### config.mk
export PLATFORM = sky130hd
export DESIGN_NAME = fp_to_int_iter
export DESIGN_NICKNAME = d
export VERILOG_FILES = /design/src/rtl/fp_to_int_iter_pkg.sv /design/src/rtl/fp_to_int_iter.sv
export SDC_FILE = /design/constraint.sdc
export NUM_CORES = 1
export LEC_CHECK = 0
export BUFFER_PORTS_ARGS = -buffer_cell sky130_fd_sc_hd__buf_2
export CELL_PAD_IN_SITES_DETAIL_PLACEMENT = 1
export CELL_PAD_IN_SITES_GLOBAL_PLACEMENT = 2
export CORE_AREA = 2 2 99 63
export CTS_CLUSTER_DIAMETER = 120
export DETAILED_ROUTE_END_ITERATION = 8
export DIE_AREA = 0 0 101 65
export GPL_TIMING_DRIVEN = 0
export HOLD_SLACK_MARGIN = 0.05
export PLACE_DENSITY_LB_ADDON = 0.1
export SLEW_MARGIN = 30
export SYNTH_ARGS = -nofsm -noshare
export SYNTH_HDL_FRONTEND = slang
export SYNTH_SLANG_ARGS = --single-unit
### constraint.sdc
create_clock -name clk -period 1.6 [get_ports clk]
set_input_delay 0.32 -clock clk [delete_from_list [all_inputs] [get_ports clk]]
set_output_delay 0.32 -clock clk [all_outputs]
set_load 0.01 [all_outputs]
### src/rtl/fp_to_int_iter_pkg.sv
// fp_to_int_iter_pkg: shared state encoding and default widths for the iterative fp-to-int converter
package fp_to_int_iter_pkg;
  localparam int EXP_W = 4;
  localparam int FRAC_W = 8;
  localparam int INT_W = 8;
  localparam int ACC_W = FRAC_W + INT_W - 1;
  typedef enum logic [1:0] {S_IDLE, S_OP, S_DONE} state_t;
endpackage

### src/rtl/fp_to_int_iter.sv
// fp_to_int_iter: converts {sign, exp, frac} to a signed integer with one left shift per clock
module fp_to_int_iter
  import fp_to_int_iter_pkg::*;
#(
  parameter int EXP_W = fp_to_int_iter_pkg::EXP_W,
  parameter int FRAC_W = fp_to_int_iter_pkg::FRAC_W,
  parameter int INT_W = fp_to_int_iter_pkg::INT_W,
  parameter bit SAT = 1'b1
) (
  input  logic                      clk,
  input  logic                      reset,
  input  logic                      start,
  input  logic [EXP_W+FRAC_W:0]     fp,
  output logic                      ready,
  output logic                      done_tick,
  output logic [INT_W-1:0]          int_val,
  output logic                      uf,
  output logic                      of
);
  localparam int AW = FRAC_W + INT_W - 1;
  state_t state_q, state_d;
  logic [AW-1:0] acc;
  logic [EXP_W-1:0] cnt;
  logic of_s, sign, fin;
  logic [INT_W-2:0] m;
  logic [INT_W-1:0] mag, signed_m, sat_val, res;
  always_comb begin
    fin = (cnt == '0) || of_s;
    ready = state_q == S_IDLE;
    done_tick = state_q == S_DONE;
    state_d = (state_q == S_IDLE && start) ? S_OP :
              (state_q == S_OP && fin)     ? S_DONE :
              (state_q == S_DONE)          ? S_IDLE : state_q;
  end
  // A zero magnitude negates to zero, so -0 never becomes the most negative value
  always_comb begin
    m = acc[AW-1:FRAC_W];
    mag = {1'b0, m};
    signed_m = sign ? -mag : mag;
    sat_val = sign ? {1'b1, {(INT_W-1){1'b0}}} : {1'b0, {(INT_W-1){1'b1}}};
    res = (of_s && SAT) ? sat_val : signed_m;
  end
  always_ff @(posedge clk or posedge reset)
    if (reset) begin
      state_q <= S_IDLE;
      acc <= '0;
      cnt <= '0;
      of_s <= 1'b0;
      sign <= 1'b0;
    end else begin
      state_q <= state_d;
      if (state_q == S_IDLE && start) begin
        acc <= AW'(fp[FRAC_W-1:0]);
        cnt <= fp[FRAC_W +: EXP_W];
        sign <= fp[EXP_W+FRAC_W];
        of_s <= 1'b0;
      end else if (state_q == S_OP && !fin) begin
        acc <= acc << 1;
        of_s <= of_s | acc[AW-1];
        cnt <= cnt - 1'b1;
      end
    end
  always_ff @(posedge clk or posedge reset)
    if (reset) begin
      int_val <= '0;
      uf <= 1'b0;
      of <= 1'b0;
    end else if (state_q == S_OP && fin) begin
      int_val <= res;
      uf <= (m == '0) && !of_s;
      of <= of_s;
    end
endmodule

==> results of run 1 <==
state kept, by name, indices dropped and copies added (netlist names):
name	cells
of	1
sign	1
state_q	2
uf	1
int_val	8
cnt	4
of_s	1
acc	15
cells in the final DEF (no fill, tap or decap), types with 2 or more instances in the layout:
| cell | instances |
|---|---|
| clkbuf_16 | 2 |
| nand2_4 | 3 |
| o22ai_1 | 3 |
| buf_8 | 2 |
| nand2_1 | 39 |
| xnor2_1 | 3 |
| nand2_2 | 5 |
| or3b_4 | 2 |
| buf_2 | 30 |
| o21ai_0 | 9 |
| ha_4 | 2 |
| a22o_1 | 2 |
| clkbuf_8 | 5 |
| inv_2 | 5 |
| nor3_1 | 3 |
| a21oi_2 | 3 |
| dfrtp_1 | 31 |
| clkbuf_2 | 3 |
| inv_1 | 4 |
| buf_4 | 5 |
| or3_1 | 2 |
| nand3_1 | 7 |
| o21ai_1 | 2 |
| a21oi_1 | 15 |
| clkinv_2 | 2 |
| nor2_1 | 7 |
| dfrtp_2 | 2 |
| nand3_2 | 8 |
through the flow:
stage | total power, mW | setup slack (ns)
4_1_cts | 4.76 | -0.0715
3_3_place_gp | 3.81 | -0.249
2_1_floorplan | 3.22 | -0.0495
3_5_place_dp | 3.93 | -0.295
5_1_grt | 5.79 | -0.134
6_report | 5.33 | -0.0909
worst register-to-register path, cell delays in order, from the launching register on:
cell	delay [ns]
dfrtp_1	0.40
inv_2	0.08
ha_4	0.14
or3b_4	0.43
and3_4	0.24
clkbuf_16	0.17
nand3_2	0.06
nand3_2	0.07
repair_timing:
item                       in CTS  in global routing
pin swaps                       4                  2
cloned                          0                  3
resized for setup              17                 31
setup endpoints to repair      32                 29
hold buffers                    0                  0
setup buffers                   4                  1
cell families after synthesis:
logic type                 count (synthesis)  synth area share
DFF                                       33             0.506
adders and majority gates                  2            0.0153
and+or+nand+nor                           84             0.235
muxes                                      1           0.00690
AOI/OAI and AO/OA                         41             0.158
buffers and inverters                     19            0.0575
xor gates and xnor gates                   4            0.0215
cells in the mapped netlist (2+ instances only):
| master | instances |
|---|---|
| a21oi_1 | 18 |
| a22o_1 | 2 |
| buf_2 | 3 |
| buf_6 | 2 |
| clkbuf_1 | 3 |
| dfrtp_1 | 33 |
| ha_1 | 2 |
| inv_1 | 9 |
| nand2_1 | 47 |
| nand3_1 | 16 |
| nor2_1 | 7 |
| nor3_1 | 3 |
| o21ai_0 | 10 |
| o22ai_1 | 3 |
| or3_1 | 2 |
| or3b_4 | 2 |
| xnor2_1 | 3 |
final cells by class:
type                       instances  area share
sequential                        33       0.374
multi-input combinational        133       0.399
clock inverter                     2     0.00452
clock buffer                       6      0.0328
buffer                             9      0.0322
inverter                           9      0.0153
tap                               72      0.0407
timing repair buffer              34       0.101
power by group:
part | total, mW | internal [mW] | switching [mW]
clock network | 0.613 | 0.302 | 0.311
registers | 1.52 | 1.21 | 0.306
logic | 3.20 | 1.47 | 1.73
layer usage:
metal  global-route usage  wire [um]  vias up
met5                    0          0        -
met4               0.0507         50        0
met3               0.0356        121        5
met2                0.233       2130       16
met1                0.209       2530      749
li1                     -          -      707
how the worst min path moves through the flow:
stage	cells after the start	endpoint	slack (ns)
2_1_floorplan	2	acc[0]	0.43
3_3_place_gp	2	int_val[0]	0.46
3_5_place_dp	2	acc[3]	0.47
4_1_cts	2	cnt[1]	0.19
5_1_grt	2	of	0.21
6_report	2	cnt[1]	0.16
==> key figures, run 1 <==
Drt
  – Via density: 4.96
  – Initial DRC count: 53
  – DRC viols: 0
  – ANT nets after route: 0
  – Drt total wl: 4.83 mm
  – Drt first pass iters: 4
  – Via count: 1,477
  – WL/cell: 16.2 um

Logic synthesis
  – Post-Syn Instances: 184
  – Ys async rst share: 1.00
  – Seq/Total Area, Yosys: 0.506
  – Post-Syn Area: 1630 um^2
  – Top-area cell type share of the netlist area: 0.506
  – Synthesis Warnings: 0
  – Synth area leader: dfrtp_1
  – Syn nets: 202
  – Number of flops mapped to enable cells by yosys: 0
  – Library cells used by synthesis: 36
  – Dominant synthesized flop cell: dfrtp_1
  – Synthesized flop and latch total: 33
  – Synth area leaders: dfrtp_1 51%, nand2_1 11%, a21oi_1 5.5%, nand3_1 4.9%, o21ai_0 3.1%
  – Average footprint of a synthesized cell: 8.87 um^2

Floorplanning
  – Die height: 65 um
  – Die outline width: 101 um
  – Io pins: 28
  – Num rows: 22
  – Starting density of the core: 0.282
  – Full die area: 6570 um^2
  – Core area: 5780 um^2

Setup path
  – Cell mode on critical path: nand3_2
  – CP endpoint: cnt[3]
  – R2R Path Start: cnt[0]
  – R2R setup slack: -0.09 ns
  – CP Capture Type: flip-flop
  – Levels on crit path: 7
  – Bufs and invs on worst path: 2
  – Highest-delay cell along the critical path: or3b_4
  – Reg2Reg Depth: 7
  – Crit path launch: cnt[0]
  – Critical path type: reg -> reg
  – Top Family by Delay on Critical Path: simple AND/OR/NAND/NOR gates
  – CP required: 1.78 ns
  – Startpoint Class: flip-flop
  – Cell Chain, Critical Path: inv_2 -> ha_4 -> or3b_4 -> and3_4 -> clkbuf_16 -> nand3_2 -> nand3_2
  – Crit Path Max Fanout: 6
  – Reg2reg end: cnt[3]
  – Worst EP arrival: 1.87 ns
  – Crit path largest cell delay: 0.43 ns

Clock network
  – # clock sinks: 33
  – Clock-pin transition on the worst setup and hold timing paths: 0.07 ns
  – CTS Buf Count: 5
  – CTS max path bufs: 2
  – Clock root cell: clkbuf_8
  – CTS tree: built
  – H-tree Lvls: 2
  – Clock latency on the worst-skew pair: 0.28 ns

Outcome
  – Failing checks: negative setup slack
  – Status: finished with violations

STA
  – Period utilisation layout: 1.06
  – Final hold vios: 0
  – Min cycle time layout: 1.69 ns
  – FMAX: 591 MHz
  – RSZ-0062 raised after global routing: yes
  – Setup TNS: -0.815 ns
  – Final setup fails: 15
  – Slew Limit Fails: 0
  – Fin worst setup slack: -0.0909 ns
  – Rel. slew slack: 0.511
  – Worst Tran Pin Value: 0.733 ns
  – Final setup skew: 0.00692 ns
  – WHS: 0.157 ns

Finish
  – Multi-input gate area: 883 um^2
  – NumNets Final: 243
  – Post-layout util: 0.383
  – Non-filler cells in the finished layout: 298
  – Fraction of layout cells with a size suffix above 1: 0.394
  – Fill count: 689
  – Post-route design area: 2210 um^2
  – Register Area: 828 um^2
  – Syn-to-layout area delta: 35.5%
  – ANT cells: 0

Power
  – Power Dens Cells: 2410 nW/um^2
  – Peak VDD IR: 0.671 mV
  – Cell leakage power: 1.06 nW

Place
  – Placed insts: 283
  – Detailed Place HPWL: 3.21 mm
  – Port bufs: 27
  – Final GP Congestion: 0.751
  – Dpl cell area: 1870 um^2

Global routing
  – First-pass GRT wire length: 7.58 mm
  – Antenna violations before repair: 0
  – Vias in the first global route: 1,503
  – GRT Overall Usage: 0.151
  – GR Overflow Total: 0
  – Largest net degree at the start of global routing: 34

Job
  – Max-cap violations: 0

Min path
  – Worst min path class: in -> async
Power figures use the tool's default switching activity.
==> inputs of run 2 (changes only) <==
Settings changed: CELL_PAD_IN_SITES_DETAIL_PLACEMENT 1 to 0.
==> key figures, run 2 (synthesized netlist as in run 1, its figures left out) <==
Global routing
  – Largest net degree at the start of global routing: 34 (unchanged)
  – First-pass GRT wire length: 7.18 mm (-5.4%)
  – GRT Overall Usage: 0.146 (-0.00515)
  – Antenna violations before repair: 0 (unchanged)
  – GR Overflow Total: 0 (unchanged)
  – Vias in the first global route: 1,363 (-9.3%)

STA
  – Slew Limit Fails: 0 (unchanged)
  – Rel. slew slack: 0.516 (+0.00559)
  – Period utilisation layout: 1.06 (about the same)
  – Min cycle time layout: 1.69 ns (-0.00163 ns)
  – FMAX: 592 MHz (about the same)
  – Worst Tran Pin Value: 0.725 ns (-0.00837 ns)
  – Final setup skew: 0.00812 ns (+0.00120 ns)
  – RSZ-0062 raised after global routing: yes
  – Fin worst setup slack: -0.0892 ns (+0.00163 ns)
  – Final setup fails: 15 (unchanged)
  – Setup TNS: -0.882 ns (-0.0663 ns)
  – Final hold vios: 0 (unchanged)

Place
  – Final GP Congestion: 0.751 (unchanged)
  – Dpl cell area: 1870 um^2 (unchanged)
  – Detailed Place HPWL: 2.91 mm (-9.2%)
  – Port bufs: 27 (unchanged)
  – Worst slack at placement: -0.281 ns (+0.0146 ns)

Clock network
  – Clock root cell: clkbuf_8
  – CTS tree: built
  – Hold_buf cts: 0 (unchanged)
  – # clock sinks: 33 (unchanged)
  – CTS max path bufs: 2 (unchanged)
  – CTS Buf Count: 5 (unchanged)
  – Clock latency on the worst-skew pair: 0.28 ns (about the same)
  – Clock-pin transition on the worst setup and hold timing paths: 0.08 ns (about the same)
  – H-tree Lvls: 2 (unchanged)

Floorplanning
  – Die height: 65 um (unchanged)
  – Io pins: 28 (unchanged)
  – Core area: 5780 um^2 (unchanged)
  – Starting density of the core: 0.282 (unchanged)
  – Full die area: 6570 um^2 (unchanged)
  – Num rows: 22 (unchanged)
  – Die outline width: 101 um (unchanged)

Power
  – Cell leakage power: 1.04 nW (-1.8%)
  – Power Dens Cells: 2390 nW/um^2 (-0.87%)
  – Peak VDD IR: 0.594 mV (-12%)

Finish
  – Commonest cells after routing, fill and taps aside: 39 x nand2_1, 31 x dfrtp_1, 30 x buf_2
  – Fraction of layout cells with a size suffix above 1: 0.396 (+0.00267)
  – Commonest non-fill, non-tap cell in the layout: nand2_1
  – NumNets Final: 244 (+0.41%)
  – Regs by FF count: acc (15), int_val (8), cnt (4)
  – Fill count: 611 (-11%)
  – Top reg by flops: acc
  – Multi-input gate area: 871 um^2 (-1.4%)
  – Syn-to-layout area delta: 34.5%
  – Register Area: 828 um^2 (unchanged)
  – ANT cells: 0 (unchanged)
  – Max reg flops: 15 (unchanged)
  – Post-route design area: 2200 um^2 (-0.74%)
  – Post-layout util: 0.380 (-0.00281)

Drt
  – Via density: 4.89 (-1.3%)
  – Initial DRC count: 50 (-5.7%)
  – WL/cell: 15.3 um (-5.8%)
  – Drt total wl: 4.56 mm (-5.5%)
  – Drt first pass iters: 4 (unchanged)
  – Via count: 1,463 (-0.95%)
  – ANT nets after route: 0 (unchanged)
  – DRC viols: 0 (unchanged)

Min path
  – Worst min path class: in -> async

Outcome
  – Status: finished with violations
  – Failing checks: negative setup slack

Setup path
  – CP required: 1.82 ns (+0.04 ns)
  – R2R setup slack: -0.09 ns (about the same)
  – Worst EP arrival: 1.91 ns (+0.04 ns)
  – CP Capture Type: flip-flop
  – Critical path type: reg -> reg
  – Startpoint Class: flip-flop
  – Crit Path Max Fanout: 6 (unchanged)

Job
  – Max-cap violations: 0 (unchanged)
==> run 2: worst max-delay path: stages (launching register included) <==
cell and delay (ns):
dfrtp_1 0.40, inv_2 0.08, ha_4 0.13, or3b_4 0.42
and3_4 0.24, a211o_1 0.27, nand3_1 0.08
==> run 2: final cells by class <==
class                      count  share of cell area
multi-input combinational    133               0.397
sequential                    33               0.377
timing repair buffer          35               0.102
tap                           72              0.0410
clock buffer                   5              0.0313
buffer                         9              0.0285
inverter                       9              0.0154
clock inverter                 3             0.00798
==> run 2: metrics by stage <==
step,hold slack [ns],instances,power (mW)
2_1_floorplan,0.425,184,3.22
4_1_cts,0.185,295,4.74
3_3_place_gp,0.461,283,3.81
3_5_place_dp,0.468,283,3.87
6_report,0.151,299,5.24
5_1_grt,0.235,299,5.71
==> run 2: power by group <==
part           switching [mW]  internal, mW  total, mW
clock                   0.329         0.300      0.630
sequential              0.288          1.21       1.50
combinational            1.69          1.42       3.11
==> run 2: final timing paths <==
path | from | endpoint | cells past startpoint
max | cnt[1] | cnt[3] | 6
min in group clk | fp[0] | acc[0] | 3
max reg2reg | cnt[1] | cnt[3] | 6
max in group asynchronous | reset | acc[8] | 2
min | reset | cnt[2] | 2
min reg2reg | int_val[2] | int_val[2] | 2
==> run 2: routing by layer <==
layer  track usage  part of all wire  vias to the layer above
met1         0.207              0.52                      725
li1              -                 -                      715
met3        0.0410             0.032                        2
met2         0.215              0.44                       21
met4        0.0456            0.0059                        0
met5             0                 0                        -
==> run 2: what timing repair did <==
action | in CTS | in global routing
pin swaps | 2 | 5
cloned | 1 | 2
gates resized for setup | 16 | 31
setup buffers | 4 | 2
endpoints found under the setup margin | 31 | 29
